File: src/rtl/gtfraw_vnc_lat_drain_ctrl.sv
// gtfraw_vnc_lat_drain_ctrl: drains latency-monitor capture FIFO and accumulates delta statistics
// Ports:
//   axi_aclk, axi_areset          clock, async active-high reset
//   start, abort                  one-cycle control pulses from the CSR block
//   target_cnt, adj_factor        sample count and path-delay adjust, latched on start
//   lm_go, lm_clear, lm_pop       capture enable, clear pulse and pop pulse to the monitor
//   lm_datav                      monitor FIFO fill level
//   lm_snd_time, lm_rcv_time      head-of-FIFO timestamps, valid with lm_time_rdy
//   delta_accu/idx/max/min        running statistics
//   busy, done, err_timeout, aborted  status flags
// Macro LAT_DRAIN_ADJ_EN: subtract adj_factor from each delta, clamped at zero.
module gtfraw_vnc_lat_drain_ctrl #(
    parameter int TIMER_WIDTH    = 16,
    parameter int RAM_ADDR_WIDTH = 12,
    parameter int WAIT_TIMEOUT   = 1024
) (
    input  logic                      axi_aclk,
    input  logic                      axi_areset,
    input  logic                      start,
    input  logic                      abort,
    input  logic [31:0]               target_cnt,
    input  logic [TIMER_WIDTH-1:0]    adj_factor,
    output logic                      lm_go,
    output logic                      lm_clear,
    output logic                      lm_pop,
    input  logic [RAM_ADDR_WIDTH:0]   lm_datav,
    input  logic [TIMER_WIDTH-1:0]    lm_snd_time,
    input  logic [TIMER_WIDTH-1:0]    lm_rcv_time,
    input  logic                      lm_time_rdy,
    output logic [31:0]               delta_accu,
    output logic [31:0]               delta_idx,
    output logic [TIMER_WIDTH-1:0]    delta_max,
    output logic [TIMER_WIDTH-1:0]    delta_min,
    output logic                      busy,
    output logic                      done,
    output logic                      err_timeout,
    output logic                      aborted
);
    typedef enum logic [2:0] {IDLE, CLEAR, RUN, POP, WAIT, CALC, DONE} state_t;
    localparam int CW = $clog2(WAIT_TIMEOUT + 1);
    state_t state, next;
    logic [CW-1:0] wait_cnt;
    logic [31:0] target_q;
    logic [TIMER_WIDTH-1:0] snd_q, rcv_q, raw, delta;
    logic [32:0] sum;
    logic idle_st, start_acc, timeout_hit;
    assign idle_st     = state == IDLE || state == DONE;
    assign start_acc   = idle_st && start;
    assign timeout_hit = wait_cnt == CW'(WAIT_TIMEOUT - 1);
    // modular subtraction handles timer wrap between send and receive
    assign raw = rcv_q - snd_q;
`ifdef LAT_DRAIN_ADJ_EN
    logic [TIMER_WIDTH-1:0] adj_q;
    assign delta = raw >= adj_q ? raw - adj_q : '0;
`else
    logic unused_adj;
    assign unused_adj = ^adj_factor;
    assign delta = raw;
`endif
    assign sum = {1'b0, delta_accu} + 33'(delta);
    // abort has priority over every busy-state transition
    always_comb begin
        next = state;
        case (state)
            IDLE, DONE: next = start ? CLEAR : state;
            CLEAR:      next = abort ? DONE : RUN;
            RUN:        next = abort || delta_idx == target_q ? DONE : lm_datav != '0 ? POP : RUN;
            POP:        next = abort ? DONE : WAIT;
            WAIT:       next = abort ? DONE : lm_time_rdy ? CALC : timeout_hit ? DONE : WAIT;
            CALC:       next = abort ? DONE : RUN;
            default:    next = IDLE;
        endcase
    end
    // outputs are registered from the next state so they align with the state they describe
    always_ff @(posedge axi_aclk or posedge axi_areset) begin
        if (axi_areset) begin
            state       <= IDLE;
            lm_go       <= 1'b0;
            lm_clear    <= 1'b0;
            lm_pop      <= 1'b0;
            busy        <= 1'b0;
            done        <= 1'b0;
            err_timeout <= 1'b0;
            aborted     <= 1'b0;
            delta_accu  <= '0;
            delta_idx   <= '0;
            delta_max   <= '0;
            delta_min   <= '1;
            wait_cnt    <= '0;
            target_q    <= '0;
            snd_q       <= '0;
            rcv_q       <= '0;
`ifdef LAT_DRAIN_ADJ_EN
            adj_q       <= '0;
`endif
        end else begin
            state    <= next;
            lm_go    <= next inside {RUN, POP, WAIT, CALC};
            lm_clear <= next == CLEAR;
            lm_pop   <= next == POP;
            busy     <= next != IDLE && next != DONE;
            done     <= next == DONE;
            wait_cnt <= state == WAIT ? wait_cnt + 1'b1 : '0;
            if (start_acc) begin
                target_q    <= target_cnt;
`ifdef LAT_DRAIN_ADJ_EN
                adj_q       <= adj_factor;
`endif
                err_timeout <= 1'b0;
                aborted     <= 1'b0;
                delta_accu  <= '0;
                delta_idx   <= '0;
                delta_max   <= '0;
                delta_min   <= '1;
            end
            if (!idle_st && abort)
                aborted <= 1'b1;
            if (state == WAIT && !abort && !lm_time_rdy && timeout_hit)
                err_timeout <= 1'b1;
            if (state == WAIT && lm_time_rdy) begin
                snd_q <= lm_snd_time;
                rcv_q <= lm_rcv_time;
            end
            // a sample already in CALC completes even if abort arrives
            if (state == CALC) begin
                delta_accu <= sum[32] ? '1 : sum[31:0];
                delta_idx  <= delta_idx + 1;
                delta_max  <= delta > delta_max ? delta : delta_max;
                delta_min  <= delta < delta_min ? delta : delta_min;
            end
        end
    end
endmodule
File: config.mk
export PLATFORM = sky130hd
export DESIGN_NAME = gtfraw_vnc_lat_drain_ctrl
export DESIGN_NICKNAME = d
export VERILOG_FILES = /design/src/rtl/gtfraw_vnc_lat_drain_ctrl.sv
export SDC_FILE = /design/constraint.sdc
export NUM_CORES = 1
export LEC_CHECK = 0
export CORE_AREA = 2 2 191 118
export CTS_BUF_LIST = sky130_fd_sc_hd__clkbuf_4 sky130_fd_sc_hd__clkbuf_8
export CTS_CLUSTER_DIAMETER = 50
export DETAILED_ROUTE_END_ITERATION = 6
export DIE_AREA = 0 0 193 120
export PLACE_DENSITY = 0.74
export SLEW_MARGIN = 20
export SYNTH_ARGS = -nofsm -noshare
export SYNTH_HDL_FRONTEND = slang
export SYNTH_SLANG_ARGS = --single-unit
export TNS_END_PERCENT = 1
File: constraint.sdc
create_clock -name axi_aclk -period 10.6 [get_ports axi_aclk]
set_input_delay 1.59 -clock axi_aclk [delete_from_list [all_inputs] [get_ports axi_aclk]]
set_output_delay 1.59 -clock axi_aclk [all_outputs]
set_load 0.02 [all_outputs]
==> metrics.md <==
| Metric | Value |
|---|---|
| Final setup TNS | `0 ns` |
| H-Tree Level Count | `4` |
| Startpoint types | `register` |
| Gp weighted congestion | `0.8966` |
| Cell Rows | `42` |
| Critical Path End Type | `register` |
| Starting density of the core | `46.99%` |
| Overall power after layout | `4315 uW` |
| CTS clock-pin slew for the worst setup and hold paths | `approximately 0.090 ns` |
| Pin count of the biggest net entering global routing | `79` |
| Arrival time of the worst setup path | `5.99 ns` |
| Number of antenna violations at the first check in global routing | `0` |
| Post-layout min period | `~5.6 ns` |
| Synth warn | `0` |
| Final period util | `52.62%` |
| Class of the most critical setup path | `register to register` |
| Overall track demand over capacity in global routing | `23.07%` |
| Number of buffers inserted by hold repair at cts | `0` |
| Die area | `between 20000 and 25000 um2` |
| Clock tree from TritonCTS | `yes` |
| Slew at the pin closest to its max-slew limit | `0.9319 ns` |
| Sum of routed wire length over all layers | `25640 um` |
| Final routed wire length divided by cell count | `around 16 um` |
| Hold path depth | `1` |
| Die extent in y | `120 um` |
| Die outline width | `193 um` |
| Cell Chain, Critical Path | `inv_1 > ha_1 > inv_1 > fa_1 > a21o_1 > a21oi_1 > o21ai_0 > a31oi_1 > o21bai_1 > a21oi_1 > xor2_1 > inv_1 > ha_1 > and3_1 > o2111ai_1 > o221ai_2 > a211oi_2 > nor3_2 > nand2_1 > or4b_1 > and2_1` |
| Vias in the first global route | `8058` |
| Layout cell share with drive strength beyond 1 | `between 7 and 8%` |
| Clock network latency to the later pin of the worst-skew pair | `0.48 ns` |
| CP most frequent cell | `inv_1` |
| Worst vdd rail ir drop | `0.2091 mV` |
| Post-Synthesis Mean Instance Area | `9.196 um2` |
| Worst setup slack after layout | `approximately 5.0 ns` |
| Net Count, Synth | `1265` |
| Worst path top cell family by delay | `compound AO/OA/AOI/OAI gates` |
| Total placed cells including tap cells | `1536` |
| Fraction of power spent switching nets | `47.27%` |
| Endpoints failing hold | `0` |
| Most common flop cell mapped by yosys | `dfrtp_1` |
| Residual DRC | `0` |
| Register area share after synthesis | `around 45%` |
| Slowest cell on the critical path | `nor3_2` |
| IO Count | `between 200 and 250` |
| Clock tree sinks | `around 180` |
| Area occupied by multi-input gates | `5137 um2` |
| Highest cell delay on the worst timing path | `slightly below 0.7 ns` |
| Number of distinct library cells after synthesis | `60` |
| Worst hold-check path type | `register to register` |
| Number of gates resized after CTS | `0` |
| Pleak | `0.005776 uW` |
| Worst clock skew | `0.01175 ns` |
| Syn-to-layout area delta | `24.70%` |
| Placeable core area | `21550 um2` |
| Internal cell power | `between 2000 and 2500 uW` |
| Cells after Synth | `1101` |
| Final nets | `1434` |
| Number of filler cells placed in the layout | `1909` |
| Worst slack at placement | `slightly above 5 ns` |
| Number of max-slew violations in the final report | `0` |
| Length in cells of the worst reg-to-reg path | `21` |
| Total clock buffers created by CTS | `17` |
| Combined area of all synthesized cells | `10120 um2` |
| Clock network fraction of design power | `10.8%` |
| Post-CTS Setup Repair Bufs | `0` |
| Total half-perimeter wirelength after legalization and detailed placement | `approximately 19000 um` |
| Final cell count without fillers | `1569` |
| ANT cells | `0` |
| Setup slack, reg-to-reg | `between 5 and 6 ns` |
| Area taken by flip-flops and latches | `between 4000 and 5000 um2` |
| Initial drt markers | `between 400 and 500` |
| Number of flops mapped to enable cells by yosys | `0` |
| Via-to-Cell Ratio | `5.384` |
| Total of flip-flops plus latches after synthesis | `181` |
| Portion of total power attributed to combinational logic | `between 60% and 70%` |
| First-pass iteration count of the detailed router | `5` |
| Power per cell area | `341.8 nW/um2` |
| Worst slew margin relative to its limit | `37.87%` |
| Number of vias after detailed routing | `about 8.4k` |
| Endpoints failing setup | `0` |
| Sequential share of power | `24.4%` |
| Port-buffer cells | `184` |
| Psw | `2039 uW` |
| Share of synthesized flip-flops with an asynchronous set or reset | `100.0%` |
| Worst Path Max Fanout | `10` |
| Result of the run | `complete, no violations` |
| Total congestion overflow | `0` |
| Worst hold endpoint | `wait_cnt[0]` |
| Max frequency | `around 180 MHz` |
| Reg-to-reg critical path startpoint | `rcv_q[0]` |
| Buf+Inv Stages, Crit Path | `3` |
| Post-detailed-route count of antenna-violating nets | `0` |
| CTS Root Buffer Type | `clkbuf_8` |
| Reg-to-reg critical path endpoint | `delta_accu[19]` |
| Unrepaired setup endpoints after global routing | `no` |
| Wire length of the first global-routing pass | `41860 um` |
| Number of max-cap violations | `0` |
| Buffer depth of the longest clock path | `2` |
| Source of the worst hold timing path | `wait_cnt[0]` |
| Data required time of the critical path | `~11 ns` |
-- area by class of cell --
cell class                      instances  area share [%]
Multi-Input combinational cell        801           40.69
Sequential cell                       181           36.03
Timing Repair Buffer                  191           15.10
Tap cell                              286           2.834
Inverter                               78           2.359
Clock buffer                           21           2.190
Clock inverter                         11          0.7928
-- registers in the layout (all words and copies together), names as in the netlist --
register,flops
err_timeout,1
target_q,32
busy,1
wait_cnt,11
rcv_q,16
delta_accu,32
delta_idx,32
snd_q,16
lm_go,1
done,1
lm_pop,1
aborted,1
lm_clear,1
delta_max,16
delta_min,16
state,3
-- placed cells by master (no fill, tap or decap), types with 3 or more instances in the layout --
master	instances
xnor2_1	53
o21a_1	11
nand2b_1	5
nor2b_1	4
nor3_1	12
o211ai_1	10
a21o_1	18
a211oi_1	6
mux2_2	20
clkdlybuf4s50_1	184
dfrtp_1	165
clkbuf_8	19
and2_1	5
inv_1	76
a21oi_1	48
nand2_1	183
and4_1	4
o31ai_1	6
buf_4	6
o21ai_1	3
nor2_1	59
mux2i_1	25
or3_1	5
dfstp_2	16
o21ai_0	93
a31oi_1	12
and3_1	12
clkinv_2	4
nand3_1	49
ha_1	64
xor2_1	16
o31a_1	3
o21bai_1	6
nor4_1	6
inv_6	4
nand4_1	25
-- logic make-up after synthesis --
logic type      Yosys count  synth area share (%)
compound gates          239                 14.51
mux                      45                 4.696
flops                   181                 44.93
fa+ha+maj                66                 8.305
buf+inv                 119                 4.474
simple gates            382                 17.12
xor+xnor                 69                 5.969
-- metal layers --
layer / vias up / wire, um / GRT usage (%)
met5: - / 0 / 0
met4: 0 / 288 / 4.782
met3: 23 / 1922 / 6.347
met2: 255 / 10590 / 32.53
met1: 4024 / 12840 / 35.12
li1: 4146 / - / -
-- metrics by stage --
step           instance area, um2  hold WS, ns  utilization, %
2_1_floorplan               10120       0.4331               -
3_3_place_gp                12230       0.4488           56.76
3_5_place_dp                12230       0.4589           56.76
4_1_cts                     12610       0.4718           58.51
5_1_grt                     12630       0.4928           58.60
6_report                    12630       0.4701           58.60
-- synth_stat cells, types with 3 or more instances --
| cell type | instances | share of area (%) |
|---|---|---|
| a211oi_1 | 6 | 0.44 |
| a21o_1 | 18 | 1.3 |
| a21oi_1 | 48 | 2.4 |
| a31oi_1 | 12 | 0.74 |
| and2_1 | 5 | 0.31 |
| and3_1 | 12 | 0.74 |
| and4_1 | 4 | 0.35 |
| buf_1 | 6 | 0.22 |
| buf_2 | 5 | 0.25 |
| clkbuf_1 | 30 | 1.1 |
| dfrtp_1 | 165 | 41 |
| dfstp_2 | 16 | 4.2 |
| ha_1 | 64 | 7.9 |
| inv_1 | 77 | 2.9 |
| mux2_2 | 20 | 2.2 |
| mux2i_1 | 25 | 2.5 |
| nand2_1 | 184 | 6.8 |
| nand2b_1 | 5 | 0.31 |
| nand3_1 | 49 | 2.4 |
| nand4_1 | 25 | 1.5 |
| nor2_1 | 60 | 2.2 |
| nor2b_1 | 4 | 0.25 |
| nor3_1 | 12 | 0.59 |
| nor4_1 | 6 | 0.37 |
| o211ai_1 | 10 | 0.74 |
| o21a_1 | 11 | 0.82 |
| o21ai_0 | 94 | 4.6 |
| o21bai_1 | 6 | 0.44 |
| o31a_1 | 3 | 0.26 |
| o31ai_1 | 6 | 0.44 |
| or3_1 | 5 | 0.31 |
| xnor2_1 | 53 | 4.6 |
| xor2_1 | 16 | 1.4 |
-- power by group through the flow --
stage / clock, uW / combinational, uW / sequential [uW]
2_1_floorplan: 0 / 1980 / 1100
4_1_cts: 479 / 2780 / 1050
5_1_grt: 512 / 3130 / 1080
6_report: 468 / 2800 / 1050
3_3_place_gp: 0 / 2670 / 1060
3_5_place_dp: 0 / 2760 / 1060
-- worst reg2reg max path, delay by kind of cell, from the launching register on --
family          cells  cell delay, ns
compound gates      9            2.04
simple gates        5            1.67
fa+ha+maj           3            0.95
flops               1            0.37
buf+inv             3            0.25
xor+xnor            1            0.25
-- worst max path at each step --
stage | startpoint | endpoint | slack (ns) | depth (start not counted)
2_1_floorplan | axi_areset | aborted | 4.12 | 1
3_3_place_gp | rcv_q[0] | delta_accu[19] | 5.40 | 21
3_5_place_dp | rcv_q[0] | delta_accu[19] | 5.20 | 21
4_1_cts | rcv_q[0] | delta_accu[19] | 5.09 | 21
5_1_grt | rcv_q[0] | delta_accu[19] | 4.67 | 21
6_report | rcv_q[0] | delta_accu[19] | 5.02 | 21
Power figures use the tool's default switching activity.
==> patch 1: new RTL, same flow settings <==
Set the parameter `WAIT_TIMEOUT` to 512 (it was 1024).
--- a/src/rtl/gtfraw_vnc_lat_drain_ctrl.sv
+++ b/src/rtl/gtfraw_vnc_lat_drain_ctrl.sv
@@ -14,3 +14,3 @@
     parameter int RAM_ADDR_WIDTH = 12,
-    parameter int WAIT_TIMEOUT   = 1024
+    parameter int WAIT_TIMEOUT   = 512
 ) (
Function: same outputs for any inputs over 10 cycles, from zero or initial values and one cycle with axi_areset high; that may be too few to reach the edited logic, so the function may still have changed.
==> patch 1 against the original RTL <==
Non-clock buffer count did not move. Utilization barely moved. Critical path depth decreased by 2. Final area hardly changed. Area after synthesis barely moved. Worst setup slack better by 0.11 ns. Total power decreased by 1.3%. Sequential cell count down 1. Largest cell class unchanged. Maximum frequency grew 2.1%. Synthesized cell count increased by 0.82%. Wire length up 3.1%. Hold slack better by 0.023 ns.
==> patch 1: results (changes against the original RTL) <==
synth-compound-area-share: 0.136  # -0.00908
synth_fp_nets: 1274  # +0.71%
grtUsageMet1: 0.338  # -0.0136
dpl_cell_area_um2: 12200  # +0.11%
yosys-top-cells-count: "192 x nand2_1, 164 x dfrtp_1, 85 x inv_1, 69 x o21ai_0, 64 x ha_1"
crit_fanout: 13  # +3
grt_use_total: 0.235  # +0.00386
skew_ns: 0.0117  # -0.0000682 ns
synth_mux_area_frac: 0.0429  # -0.00406
p_leak_nw: 5.80  # +0.34%
viasPerCell: 5.52  # +2.5%
met3_usage: 0.0515  # -0.0120
drtIter0Drc: 771  # +58%
ir_worst_vdd_mv: 0.217  # +4.0%
wl_per_cell_um: 16.7  # +2.4%
ctsResizeCount: 0  # unchanged
max-slew-margin-rel: 0.394  # +0.0150
grt_max_degree: 86  # +8.9%
drive_gt1_frac: 0.0703  # +0.000176
grt_pass1_vias: 8342  # +3.5%
hold_class: "reg2reg"
htreeDepth: 4  # unchanged
arrival_ns: 5.87  # -0.12 ns
gp_congestion: 0.879  # -1.9%
dp_hpwl_um: 19100  # +1.6%
status: "completed"
synthXorXnorAreaFrac: 0.0571  # -0.00257
yosysSeqAreaShare: 0.447  # -0.00225
yosysUniqueCellTypes: 54  # -10%
use_met2: 0.360  # +0.0343
worstSkewPairLatency_ns: 0.50  # +0.02 ns
final_nets: 1445  # +0.77%
patch 1: changes by cell type in the layout (fill, tap and decap cells not counted), moves of 5 or more:
cell     change
inv_1        +7
nor3_1      +15
xnor2_1     -37
nor4_1       +8
nand2_1      +8
a21oi_1     +13
nor2_1      -10
nand3_1     +11
o21a_1       -5
o21ai_0     -24
xor2_1      +34
patch 1: final cells by class:
| class | count | area (µm²) |
|---|---|---|
| inverter | 85 | 325 |
| fill | 1887 | 8930 |
| clock buffer | 18 | 248 |
| tap | 286 | 358 |
| sequential | 180 | 4520 |
| multi-input combinational | 806 | 5140 |
| clock inverter | 14 | 125 |
| timing repair buffer | 191 | 1890 |
patch 1: cells by family after synthesis:
group                      after synthesis
adders and majority gates               66
xor gates and xnor gates                66
AOI/OAI and AO/OA                      223
and+or+nand+nor                        410
DFF                                    180
muxes                                   41
buffers and inverters                  124
patch 1: power by group:
group	internal (mW)	leakage, nW	switching, mW
clock network	0.194	0.192	0.273
registers	0.909	2.32	0.155
logic	1.11	3.29	1.62
patch 1: worst paths after layout:
check | to | slack, ns | start | depth (start not counted)
max | delta_accu[31] | 5.14 | rcv_q[0] | 19
min | err_timeout | 0.49 | err_timeout | 2
max reg2reg | delta_accu[31] | 5.14 | rcv_q[0] | 19
min reg2reg | err_timeout | 0.49 | err_timeout | 2
max in group asynchronous | delta_idx[15] | 7.79 | axi_areset | 3
min in group asynchronous | delta_idx[14] | 1.63 | axi_areset | 2
patch 1: critical path: stages, from the launching register on:
cell and delay [ns]:
dfrtp_1 0.37, inv_1 0.07, ha_1 0.17, inv_1 0.06
fa_1 0.39, a21oi_1 0.22, o21ai_0 0.19, o41ai_1 0.66
o311ai_0 0.31, a21oi_1 0.24, xor2_1 0.27, inv_1 0.16
ha_1 0.36, and3_1 0.22, a221o_1 0.32, a211oi_2 0.30
o31ai_4 0.17, and3_4 0.23, or4_1 0.46, and3_1 0.19
patch 1: through the flow:
step | instances | setup WS (ns) | hold slack [ns]
finish | 1580 | 5.14 | 0.493
global route | 1580 | 4.84 | 0.505
CTS | 1580 | 5.22 | 0.491
detailed placement | 1548 | 5.26 | 0.467
global placement | 1548 | 5.36 | 0.452
floorplan | 1110 | 4.15 | 0.433
patch 1: routing by layer:
metal / wire length, µm / up-vias / part of all wire
li1: - / 4192 / -
met3: 1980 / 20 / 0.075
met4: 254 / 0 / 0.0096
met5: 0 / - / 0
met2: 11600 / 263 / 0.44
met1: 12600 / 4243 / 0.48
==> patch 2: new RTL, same flow settings <==
Made on the original files. Put one more register stage on the output `err_timeout`. The value now appears one clock later. The other outputs are not delayed to match.
--- a/src/rtl/gtfraw_vnc_lat_drain_ctrl.sv
+++ b/src/rtl/gtfraw_vnc_lat_drain_ctrl.sv
@@ -40,2 +40,4 @@
     localparam int CW = $clog2(WAIT_TIMEOUT + 1);
+
+    logic err_timeout_s0;
     state_t state, next;
@@ -82,3 +84,3 @@
             done        <= 1'b0;
-            err_timeout <= 1'b0;
+            err_timeout_s0 <= 1'b0;
             aborted     <= 1'b0;
@@ -108,3 +110,3 @@
 `endif
-                err_timeout <= 1'b0;
+                err_timeout_s0 <= 1'b0;
                 aborted     <= 1'b0;
@@ -118,3 +120,3 @@
             if (state == WAIT && !abort && !lm_time_rdy && timeout_hit)
-                err_timeout <= 1'b1;
+                err_timeout_s0 <= 1'b1;
             if (state == WAIT && lm_time_rdy) begin
@@ -132,2 +134,6 @@
     end
+    always_ff @(posedge axi_aclk) begin
+        err_timeout <= err_timeout_s0;
+    end
+
 endmodule
Function: same outputs for any inputs over 10 cycles, from zero or initial values and one cycle with axi_areset high; that may be too few to reach the edited logic, so the function may still have changed.
==> patch 2 against the original RTL <==
Final area grew 0.45%. Wire length grew 1.8%. Worst setup slack gained 0.084 ns. Highest routed layer unchanged. Sequential share of layout area is essentially flat. Maximum frequency grew 1.5%. Sequential cell count grew 1. Count of clock-buffer cells in the layout shrank 1. Critical path type unchanged. Area after synthesis grew 0.20%. Total power grew 1.4%.
==> patch 2: results (changes against the original RTL) <==
ir_worst_vdd_mv: 0.184  # -12%
grt_pass1_wl_um: 42000  # +0.43%
viasPerCell: 5.47  # +1.5%
ff2ff_setup_slack_ns: 5.11  # +0.08 ns
p_leak_nw: 5.79  # +0.33%
post-place-ws_ns: 5.28  # +0.0872 ns
synth-compound-area-share: 0.145  # -0.000286
yosysWarnings: 0  # unchanged
finalCriticalPeriod_ns: 5.49  # -0.0837 ns
dp_hpwl_um: 19200  # +1.8%
gp_congestion: 0.881  # -1.7%
yosysUniqueCellTypes: 61  # +1.7%
dp_cells: 1537  # +0.065%
hold_path_end: "err_timeout"
grtUsageMet1: 0.367  # +0.0154
synthesis.area_per_instance_um2: 9.21  # +0.11%
min-delay-start: "err_timeout_s0"
synth_mux_area_frac: 0.0469  # -0.0000927
met3_usage: 0.0547  # -0.00877
drtIter0Drc: 529  # +8.6%
synth_fp_nets: 1266  # +0.079%
grt_max_degree: 65  # -18%
hold_class: "reg2reg"
grt_pass1_vias: 7892  # -2.1%
status: "completed"
wl_met1_um: 13200  # +3.1%
synth-adder-area-share: 0.0829  # -0.000164
async_reset_ff_frac: 0.995  # -0.00549
synthXorXnorAreaFrac: 0.0596  # -0.000118
critPathMaxStageDelay_ns: 0.67  # -0.02 ns
path_clk_slew_ns: 0.10
drive_gt1_frac: 0.0694  # -0.000779
drt_pass1_iterations: 7  # +2
whs_ns: 0.394  # -0.0761 ns
wl_um: 26100  # +1.8%
grt_use_total: 0.232  # +0.00157
met3_length_um: 1940  # +0.83%
dpl_cell_area_um2: 12200  # +0.16%
use_met2: 0.322  # -0.00314
yosysSeqAreaShare: 0.450  # +0.00109
skew_ns: 0.0159  # +0.00415 ns
worstMarginPinSlew_ns: 0.973  # +0.0409 ns
met2_length_um: 10700  # +1.0%
synth_area_leaders: "dfrtp_1 41%, ha_1 7.9%, nand2_1 6.8%"
==> patch 2: cell count changes after synthesis <==
cell,before,now
dfxtp_1,0,1
==> patch 2: power by group through the flow <==
stage	Sequential, mW	Clock [mW]	Combinational, mW
finish	1.06	0.522	2.79
global route	1.08	0.563	3.11
floorplan	1.11	0	1.98
detailed placement	1.07	0	2.73
global placement	1.06	0	2.67
CTS	1.06	0.530	2.77
==> patch 2: layout make-up <==
class / count / area (µm²)
clock buffer: 20 / 263
fill: 1843 / 8860
multi-input combinational: 801 / 5140
clock inverter: 12 / 169
inverter: 78 / 299
tap: 286 / 358
timing repair buffer: 190 / 1890
sequential: 182 / 4570
==> patch 2: cell families (layout without fill, tap and decap cells) <==
group / Yosys count / in the layout
xor gates and xnor gates: 69 / 69
buffers and inverters: 119 / 300
adders and majority gates: 66 / 66
muxes: 45 / 45
and+or+nand+nor: 382 / 382
AOI/OAI and AO/OA: 239 / 239
DFF: 182 / 182
